`src/rtl/serial_adder_pkg.sv`:
```
// -----------------------------------------------------------------------------
// serial_adder_pkg
//   Shared definitions for the bit-serial adder:
//     SA_DEFAULT_WIDTH : default operand/sum width in bits
//     sa_state_e       : controller state encoding (IDLE / SHIFT / FINISH)
// -----------------------------------------------------------------------------
package serial_adder_pkg;

  localparam int SA_DEFAULT_WIDTH = 8;

  typedef enum logic [1:0] {
    IDLE   = 2'b00,
    SHIFT  = 2'b01,
    FINISH = 2'b10
  } sa_state_e;

endpackage : serial_adder_pkg

```
`src/rtl/full_adder.sv`:
```
// -----------------------------------------------------------------------------
// full_adder
//   One-bit combinational full adder; the single arithmetic cell reused every
//   cycle by the serial adder.
//   Ports:
//     a, b  : operand bits
//     cin   : carry in
//     sum   : a ^ b ^ cin
//     cout  : carry out (majority of a, b, cin)
// -----------------------------------------------------------------------------
module full_adder (
  input  logic a,
  input  logic b,
  input  logic cin,
  output logic sum,
  output logic cout
);

  logic half;

  assign half = a ^ b;
  assign sum  = half ^ cin;
  assign cout = (a & b) | (cin & half);

endmodule : full_adder

```
`src/rtl/serial_adder.sv`:
```
// -----------------------------------------------------------------------------
// serial_adder
//   Bit-serial adder. An accepted start captures a and b; the adder then spends
//   exactly WIDTH cycles in SHIFT, feeding one bit pair per cycle (LSB first)
//   through a single full_adder cell, and lands in FINISH where done pulses and
//   the registered sum/carry_out hold the new result. A start seen in FINISH is
//   accepted immediately, so back-to-back additions have no idle gap.
//
//   Parameters:
//     WIDTH     : operand and sum width in bits (2..32)
//   Ports:
//     clk       : clock, rising edge
//     rst       : synchronous active-high reset
//     start     : add request, sampled only in IDLE or FINISH
//     a, b      : operands, captured on an accepted start
//     busy      : high while in SHIFT
//     done      : high for the single FINISH cycle
//     sum       : registered (a + b) mod 2^WIDTH, held until the next FINISH
//     carry_out : registered carry out of bit WIDTH-1
// -----------------------------------------------------------------------------
module serial_adder
  import serial_adder_pkg::*;
#(
  parameter int WIDTH = SA_DEFAULT_WIDTH
) (
  input  logic             clk,
  input  logic             rst,
  input  logic             start,
  input  logic [WIDTH-1:0] a,
  input  logic [WIDTH-1:0] b,
  output logic             busy,
  output logic             done,
  output logic [WIDTH-1:0] sum,
  output logic             carry_out
);

  // One spare counter bit keeps the count from wrapping for any legal WIDTH.
  localparam int CNT_W = $clog2(WIDTH) + 1;
  localparam logic [CNT_W-1:0] CNT_LAST = CNT_W'(WIDTH - 1);
  localparam logic [CNT_W-1:0] CNT_ONE  = CNT_W'(1);

  sa_state_e        state;
  logic [WIDTH-1:0] opa;
  logic [WIDTH-1:0] opb;
  logic [WIDTH-1:0] psum;
  logic             cy;
  logic [CNT_W-1:0] cnt;

  logic             fa_sum;
  logic             fa_cout;
  logic [WIDTH-1:0] psum_next;
  logic             accept;
  logic             last_bit;

  full_adder u_fa (
    .a    (opa[0]),
    .b    (opb[0]),
    .cin  (cy),
    .sum  (fa_sum),
    .cout (fa_cout)
  );

  // New result bit enters at the MSB; after WIDTH shifts the first bit computed
  // (bit 0) has walked down to psum[0]. The widened shift keeps every psum bit
  // in the expression; the cast drops the vacated top bit.
  assign psum_next = WIDTH'({fa_sum, psum} >> 1);

  assign accept   = start && ((state == IDLE) || (state == FINISH));
  assign last_bit = (cnt == CNT_LAST);

  // Status outputs decode the state register only, so no input reaches an
  // output without passing through a flop.
  assign busy = (state == SHIFT);
  assign done = (state == FINISH);

  always_ff @(posedge clk) begin
    if (rst) begin
      state     <= IDLE;
      opa       <= '0;
      opb       <= '0;
      psum      <= '0;
      cy        <= 1'b0;
      cnt       <= '0;
      sum       <= '0;
      carry_out <= 1'b0;
    end else begin
      case (state)
        IDLE, FINISH: begin
          if (accept) begin
            opa   <= a;
            opb   <= b;
            cy    <= 1'b0;
            cnt   <= '0;
            state <= SHIFT;
          end else begin
            state <= IDLE;
          end
        end

        SHIFT: begin
          // One bit position per cycle; operands drain toward bit 0.
          opa  <= opa >> 1;
          opb  <= opb >> 1;
          psum <= psum_next;
          cy   <= fa_cout;
          cnt  <= cnt + CNT_ONE;
          if (last_bit) begin
            // Publish the completed result on the same edge that finishes it.
            sum       <= psum_next;
            carry_out <= fa_cout;
            state     <= FINISH;
          end
        end

        default: begin
          state <= IDLE;
        end
      endcase
    end
  end

endmodule : serial_adder

```
`config.mk`:
```
export PLATFORM = sky130hd
export DESIGN_NAME = serial_adder
export DESIGN_NICKNAME = d
export VERILOG_FILES = /design/src/rtl/serial_adder_pkg.sv /design/src/rtl/full_adder.sv /design/src/rtl/serial_adder.sv
export SDC_FILE = /design/constraint.sdc
export NUM_CORES = 1
export LEC_CHECK = 0
export ABC_AREA = 1
export CAP_MARGIN = 20
export CELL_PAD_IN_SITES_DETAIL_PLACEMENT = 1
export CELL_PAD_IN_SITES_GLOBAL_PLACEMENT = 1
export CORE_MARGIN = 2
export CORE_UTILIZATION = 37
export CTS_BUF_LIST = sky130_fd_sc_hd__clkbuf_8 sky130_fd_sc_hd__clkbuf_16
export CTS_CLUSTER_SIZE = 14
export DETAILED_ROUTE_END_ITERATION = 8
export GPL_ROUTABILITY_DRIVEN = 0
export HOLD_SLACK_MARGIN = 0.02
export MAX_ROUTING_LAYER = met4
export PLACE_DENSITY = 0.8
export SLEW_MARGIN = 5
export SYNTH_ARGS = -nofsm -noshare
export SYNTH_HDL_FRONTEND = slang
export SYNTH_SLANG_ARGS = --single-unit
```
`constraint.sdc`:
```
create_clock -name clk -period 1.4 [get_ports clk]
set_input_delay 0.42 -clock clk [delete_from_list [all_inputs] [get_ports clk]]
set_output_delay 0.42 -clock clk [all_outputs]
set_load 0.005 [all_outputs]
```
Yosys cells after proc, flatten, opt, wreduce, memory -nomap -nowiden
Index checks and enable logic that the tools add are counted.
{"block": "classes", "eq_ne": 5, "bitwise": 5, "mux": 11, "n_reduce_logical": 7, "n_addsub": 1}
{"cell": "8-bit case mux with 2 select lines", "n": 2}
{"cell": "8-bit 2-to-1 mux", "n": 2}
{"cell": "4-bit case mux with 2 select lines", "n": 1}
{"cell": "4-bit by 1-bit adder with 4-bit output, second input constant", "n": 1}
{"cell": "4-bit by 3-bit equality test with 1-bit output, second input constant", "n": 1}
{"cell": "4-bit 2-to-1 mux", "n": 1}
{"cell": "2-bit case mux with 2 select lines", "n": 1}
{"cell": "2-bit AND reduction", "n": 2}
{"cell": "1-bit bitwise AND", "n": 2}
{"cell": "2-bit by 1-bit equality test with 1-bit output, second input constant", "n": 1}
{"cell": "2-bit equality test, second input constant", "n": 1}
{"cell": "2-bit logical NOT", "n": 1}
{"cell": "1-bit 2-to-1 mux", "n": 2}
{"cell": "2-bit 2-to-1 mux", "n": 1}
{"cell": "2-bit by 1-bit != test with 1-bit output, second input constant", "n": 1}
{"cell": "2-bit != test, second input constant", "n": 1}
{"cell": "1-bit case mux with 2 select lines", "n": 1}
{"cell": "2-bit nonzero test", "n": 1}
{"cell": "2-bit OR reduction", "n": 1}
{"cell": "1-bit bitwise XOR", "n": 2}
{"cell": "1-bit logical AND", "n": 1}
{"cell": "1-bit logical OR", "n": 1}
{"cell": "1-bit bitwise OR", "n": 1}
{"block": "totals", "elab_cells": 37, "in_bits": 19, "regBits": 40}

Logic depth before layout (Yosys ltp)
{"block": "depth", "depth_word": 5, "ltp_mapped": 7, "mapped_depth_nobuf": 6}

Modules after synthesis
Synthesis repeated with hierarchy kept, for this count alone.
{"block": "unflattened", "cells_unflattened": 237, "hier_area_um2": 1740.4}
{"module": "serial_adder", "n_inst": 1, "cells_per_inst": 236, "area_each_um2": 1720.4}
{"module": "full_adder", "n_inst": 1, "cells_per_inst": 1, "area_each_um2": 20.0}

Worst setup path after synthesis
No wires, ideal clock.
{"block": "synth_timing", "kind": "flip-flop to output port", "startpoint": "register state[0]", "endpoint": "output busy", "stages_incl_launch_ff": 5, "arrival_time_ps": 756, "path_slack_ps": 224, "path_buffers": 2, "required_ps": 980, "cell_sequence": "dfxtp_1 > buf_6 > inv_4 > nor2_4 > buf_6"}
{"block": "synth_between", "elab_chain_len": 1}
{"item": "from (decl)", "line_no": "serial_adder.sv:42", "rtl": "sa_state_e state;"}
{"item": "from (signal assigned)", "line_no": "serial_adder.sv:78", "rtl": "state <= IDLE;"}
{"item": "from (signal assigned)", "line_no": "serial_adder.sv:94", "rtl": "state <= SHIFT;"}
{"item": "from (signal assigned)", "line_no": "serial_adder.sv:96", "rtl": "state <= IDLE;"}
{"item": "2-bit by 1-bit equality test with 1-bit output", "line_no": "serial_adder.sv:73", "rtl": "assign busy = (state == SHIFT);"}
{"item": "to (decl)", "line_no": "serial_adder.sv:31", "rtl": "output logic busy,"}
Every way passes these cells.

Worst setup path after layout
{"block": "layout_timing", "startpoint": "register state[1]", "endpoint": "output done"}
{"block": "layout_between", "elab_chain_len": 1}
{"item": "2-bit equality test", "line_no": "serial_adder.sv:74", "rtl": "assign done = (state == FINISH);"}
{"item": "to (decl)", "line_no": "serial_adder.sv:32", "rtl": "output logic done,"}
Every way passes these cells.

==> implementation parameters <==
Parameter                              Value

Detailed routing
  # DRC ... 0
  First-pass detailed-route iteration total ... 4
  Number of vias in the routed layout ... 1,685
  Average wire per cell in the routed design ... 13.8 µm
  Antenna-violating nets left ... 0
  Number of design-rule violations left by the first detailed-router iteration ... 111
  Via count normalized by instance count ... 5.20
  Total routed wirelength ... 4460 µm

Timing
  Final clock period utilization by the worst path ... 97.0%
  Transition time at the pin with the least slew margin ... 252 ps
  Number of pins exceeding their max-slew limit in the final report ... 0
  Count of endpoints failing setup in the final report ... 0
  Final hold viol count ... 0
  Achievable frequency ... 0.736 GHz
  Worst slew margin relative to its limit ... 83.1%
  WHS ... 467 ps
  Min Tclk post-route ... 1360 ps
  Worst-case clock skew ... 6.56 ps
  Accumulated negative setup slack ... 0 ps

GRT
  Antenna violations before repair ... 0
  Total overflow reported by the global router ... 0
  Number of global-route vias before repair ... 1,605
  First-pass GRT wire length ... 7470 µm
  Maximum number of pins on one net before global-route repair ... 28
  Overall fraction of global-route tracks in use ... 18.9%

Cells and area
  Fraction of layout instances using a drive strength above 1 ... 14.1%
  Net count, final ... 291
  Fill count ... 586
  Layout overhead on the synthesized area ... 26.5%
  Inserted Diodes ... 0

CTS
  Number of clock sinks seen by CTS ... 39
  Max H-tree Level ... 2
  Longest Clk Path Bufs ... 2
  Clock-pin slew of the registers on the worst-case setup and hold paths ... 70 ps
  Post-CTS repair timing setup buffer count ... 0
  CTS root buffer ... sky130_fd_sc_hd__clkbuf_8
  CTS tree ... yes
  Clock buffer count from CTS ... 5
  CTS Hold Bufs ... 0
  Insertion delay to the later sink of the worst-skew pair ... 290 ps

Floorplanning
  Die area ... 5310 µm²
  Effective utilization at floorplan ... 37.6%
  Vert. Die Dim ... 72.9 µm
  # IOs ... 30
  FP Rows ... 25
  Core ar. ... 4660 µm²
  DIE WIDTH ... 72.9 µm

Critical path
  Capturing instance or port of the critical path ... done
  FF-to-FF setup slack ... 110 ps
  Element type at the critical path start ... flip-flop
  Crit Path Category ... reg -> out
  R2R cell count ... 6
  Required time at the endpoint of the critical path ... 980 ps
  Maximum net fanout on the critical path ... 2
  First element of the critical path ... state[1]
  Launch instance of the worst register-to-register path ... state[0]
  Worst Path Arrival ... 940 ps
  Reg-to-reg critical path endpoint ... sum[7]
  Type of element capturing the critical path ... output port

Logic synthesis
  Unique cell type count in the Yosys netlist ... 21
  Combined area of all synthesized cells ... 1750 µm²
  Total of warnings raised by yosys ... 0
  Synthesized Nets ... 258
  Count of mapped cells out of synthesis ... 237
  Share of the yosys chip area belonging to registers ... 44.5%
  Synthesized area divided by synthesized cell count ... 7.40 µm²
  Number of register bits inferred by synthesis ... 39

Power
  Largest voltage drop on the vdd net ... 0.384 mV
  Static power due to leakage ... 0.986 nW
  Areal power density over the cells ... 1040 nW/µm²
  Overall power after layout ... 2.30 mW

Hold path
  Kind of path behind the tightest hold check ... reg -> reg

Status
  Outcome ... complete, no violations

Flow run
  Count of max-cap constraint violations ... 0

Placed design
  Detailed Place HPWL ... 3030 µm
  Number of input and output port buffers inserted ... 29
==> flip-flops by register name, summed over array words and instances, names as in the netlist <==
name / flops
cy: 1
opa: 8
carry_out: 1
cnt: 4
opb: 8
sum: 8
psum: 7
state: 2
==> repair_timing <==
item / 4_1_cts / 5_1_grt
pin swaps: 0 / 1
resized for setup: 26 / 2
endpoints found under the hold margin: 0 / 0
endpoints found under the setup margin: 11 / 3
cloned: 0 / 1
==> through the flow <==
step | util (%) | std cells | worst slack, ps | instance area [µm²]
2_1_floorplan | - | 237 | 224 | 1750
3_3_place_gp | 45.6 | 316 | -138 | 2130
3_5_place_dp | 45.6 | 316 | -161 | 2130
4_1_cts | 47.4 | 323 | 46.5 | 2210
5_1_grt | 47.6 | 324 | -12.0 | 2220
6_report | 47.6 | 324 | 41.7 | 2220
==> placed cells by master, fill, tap and decap left out, drive strengths merged <==
cell type      synthesis  final
clkbuf                 5      6
nor2                  26     26
buf                   11     14
nand2                 35     36
a21oi                 22     22
fa                     1      1
clkdlybuf4s50          0     18
nand3                 67     67
o21ai                  9      9
dlygate4sd2            0      9
dfxtp                 39     39
clkinv                 1      2
ha                     1      1
inv                   20     20
==> cells by family (layout without fill, tap and decap cells) <==
| kind of cell | after synthesis | after routing | share of synthesized area [%] |
|---|---|---|---|
| AO/OA/AOI/OAI | 31 | 31 | 9.27 |
| adder cells (fa/ha/maj) | 2 | 2 | 1.85 |
| buffers and inverters | 37 | 69 | 10.4 |
| flip-flops | 39 | 39 | 44.5 |
| AND/OR/NAND/NOR | 128 | 129 | 34.0 |
==> power breakdown <==
part           switching [mW]  internal (mW)  total [mW]  leakage (nW)
clock                   0.380          0.386       0.766        0.0470
combinational           0.184          0.150       0.334         0.617
sequential             0.0368           1.16        1.20         0.322
total                   0.601           1.70        2.30         0.986
==> routing by layer <==
metal  routed length, µm  GRT usage [%]  vias to the layer above
met2                2120           29.5                       30
met1                2110           23.8                      804
met4                  68           6.79                        0
li1                    -              -                      845
met3                 166           4.56                        6
met5                   0              -                        -
==> synthesized netlist by cell type <==
cell | instances | area, µm²
sky130_fd_sc_hd__a21oi_1 | 20 | 100
sky130_fd_sc_hd__a21oi_2 | 2 | 17.5
sky130_fd_sc_hd__buf_2 | 5 | 25.0
sky130_fd_sc_hd__buf_4 | 3 | 22.5
sky130_fd_sc_hd__buf_6 | 3 | 33.8
sky130_fd_sc_hd__clkbuf_1 | 4 | 15.0
sky130_fd_sc_hd__clkbuf_2 | 1 | 5.00
sky130_fd_sc_hd__clkinv_1 | 1 | 3.75
sky130_fd_sc_hd__dfxtp_1 | 39 | 781
sky130_fd_sc_hd__fa_1 | 1 | 20.0
sky130_fd_sc_hd__ha_1 | 1 | 12.5
sky130_fd_sc_hd__inv_1 | 18 | 67.6
sky130_fd_sc_hd__inv_2 | 1 | 3.75
sky130_fd_sc_hd__inv_4 | 1 | 6.26
sky130_fd_sc_hd__nand2_1 | 32 | 120
sky130_fd_sc_hd__nand2_2 | 3 | 18.8
sky130_fd_sc_hd__nand3_1 | 67 | 335
sky130_fd_sc_hd__nor2_1 | 24 | 90.1
sky130_fd_sc_hd__nor2_4 | 1 | 11.3
sky130_fd_sc_hd__nor2_8 | 1 | 20.0
sky130_fd_sc_hd__o21ai_0 | 9 | 45.0
==> layout make-up <==
| class | count | area, µm² | area share [%] |
|---|---|---|---|
| Multi-Input combinational cell | 162 | 805 | 36.2 |
| Sequential cell | 39 | 791 | 35.6 |
| Tap cell | 54 | 67.6 | 3.04 |
| Timing Repair Buffer | 41 | 388 | 17.5 |
| Clock buffer | 6 | 82.6 | 3.72 |
| Inverter | 21 | 81.3 | 3.66 |
| Clock inverter | 1 | 5.00 | 0.225 |
==> how the worst min path moves through the flow <==
stage | slack [ps] | endpoint | cells past startpoint | start
finish | 470 | psum[1] | 2 | psum[1]
global route | 490 | psum[1] | 2 | psum[1]
CTS | 470 | sum[5] | 2 | sum[5]
detailed placement | 460 | psum[1] | 2 | psum[1]
global placement | 440 | psum[1] | 2 | psum[1]
floorplan | 430 | psum[1] | 2 | psum[1]
==> critical path, stage by stage, from the launching register on <==
cell and delay (ps):
sky130_fd_sc_hd__dfxtp_2 370, sky130_fd_sc_hd__inv_2 60, sky130_fd_sc_hd__nor2_4 100, sky130_fd_sc_hd__buf_2 120
No activity file was read; power rests on OpenSTA's default activity.
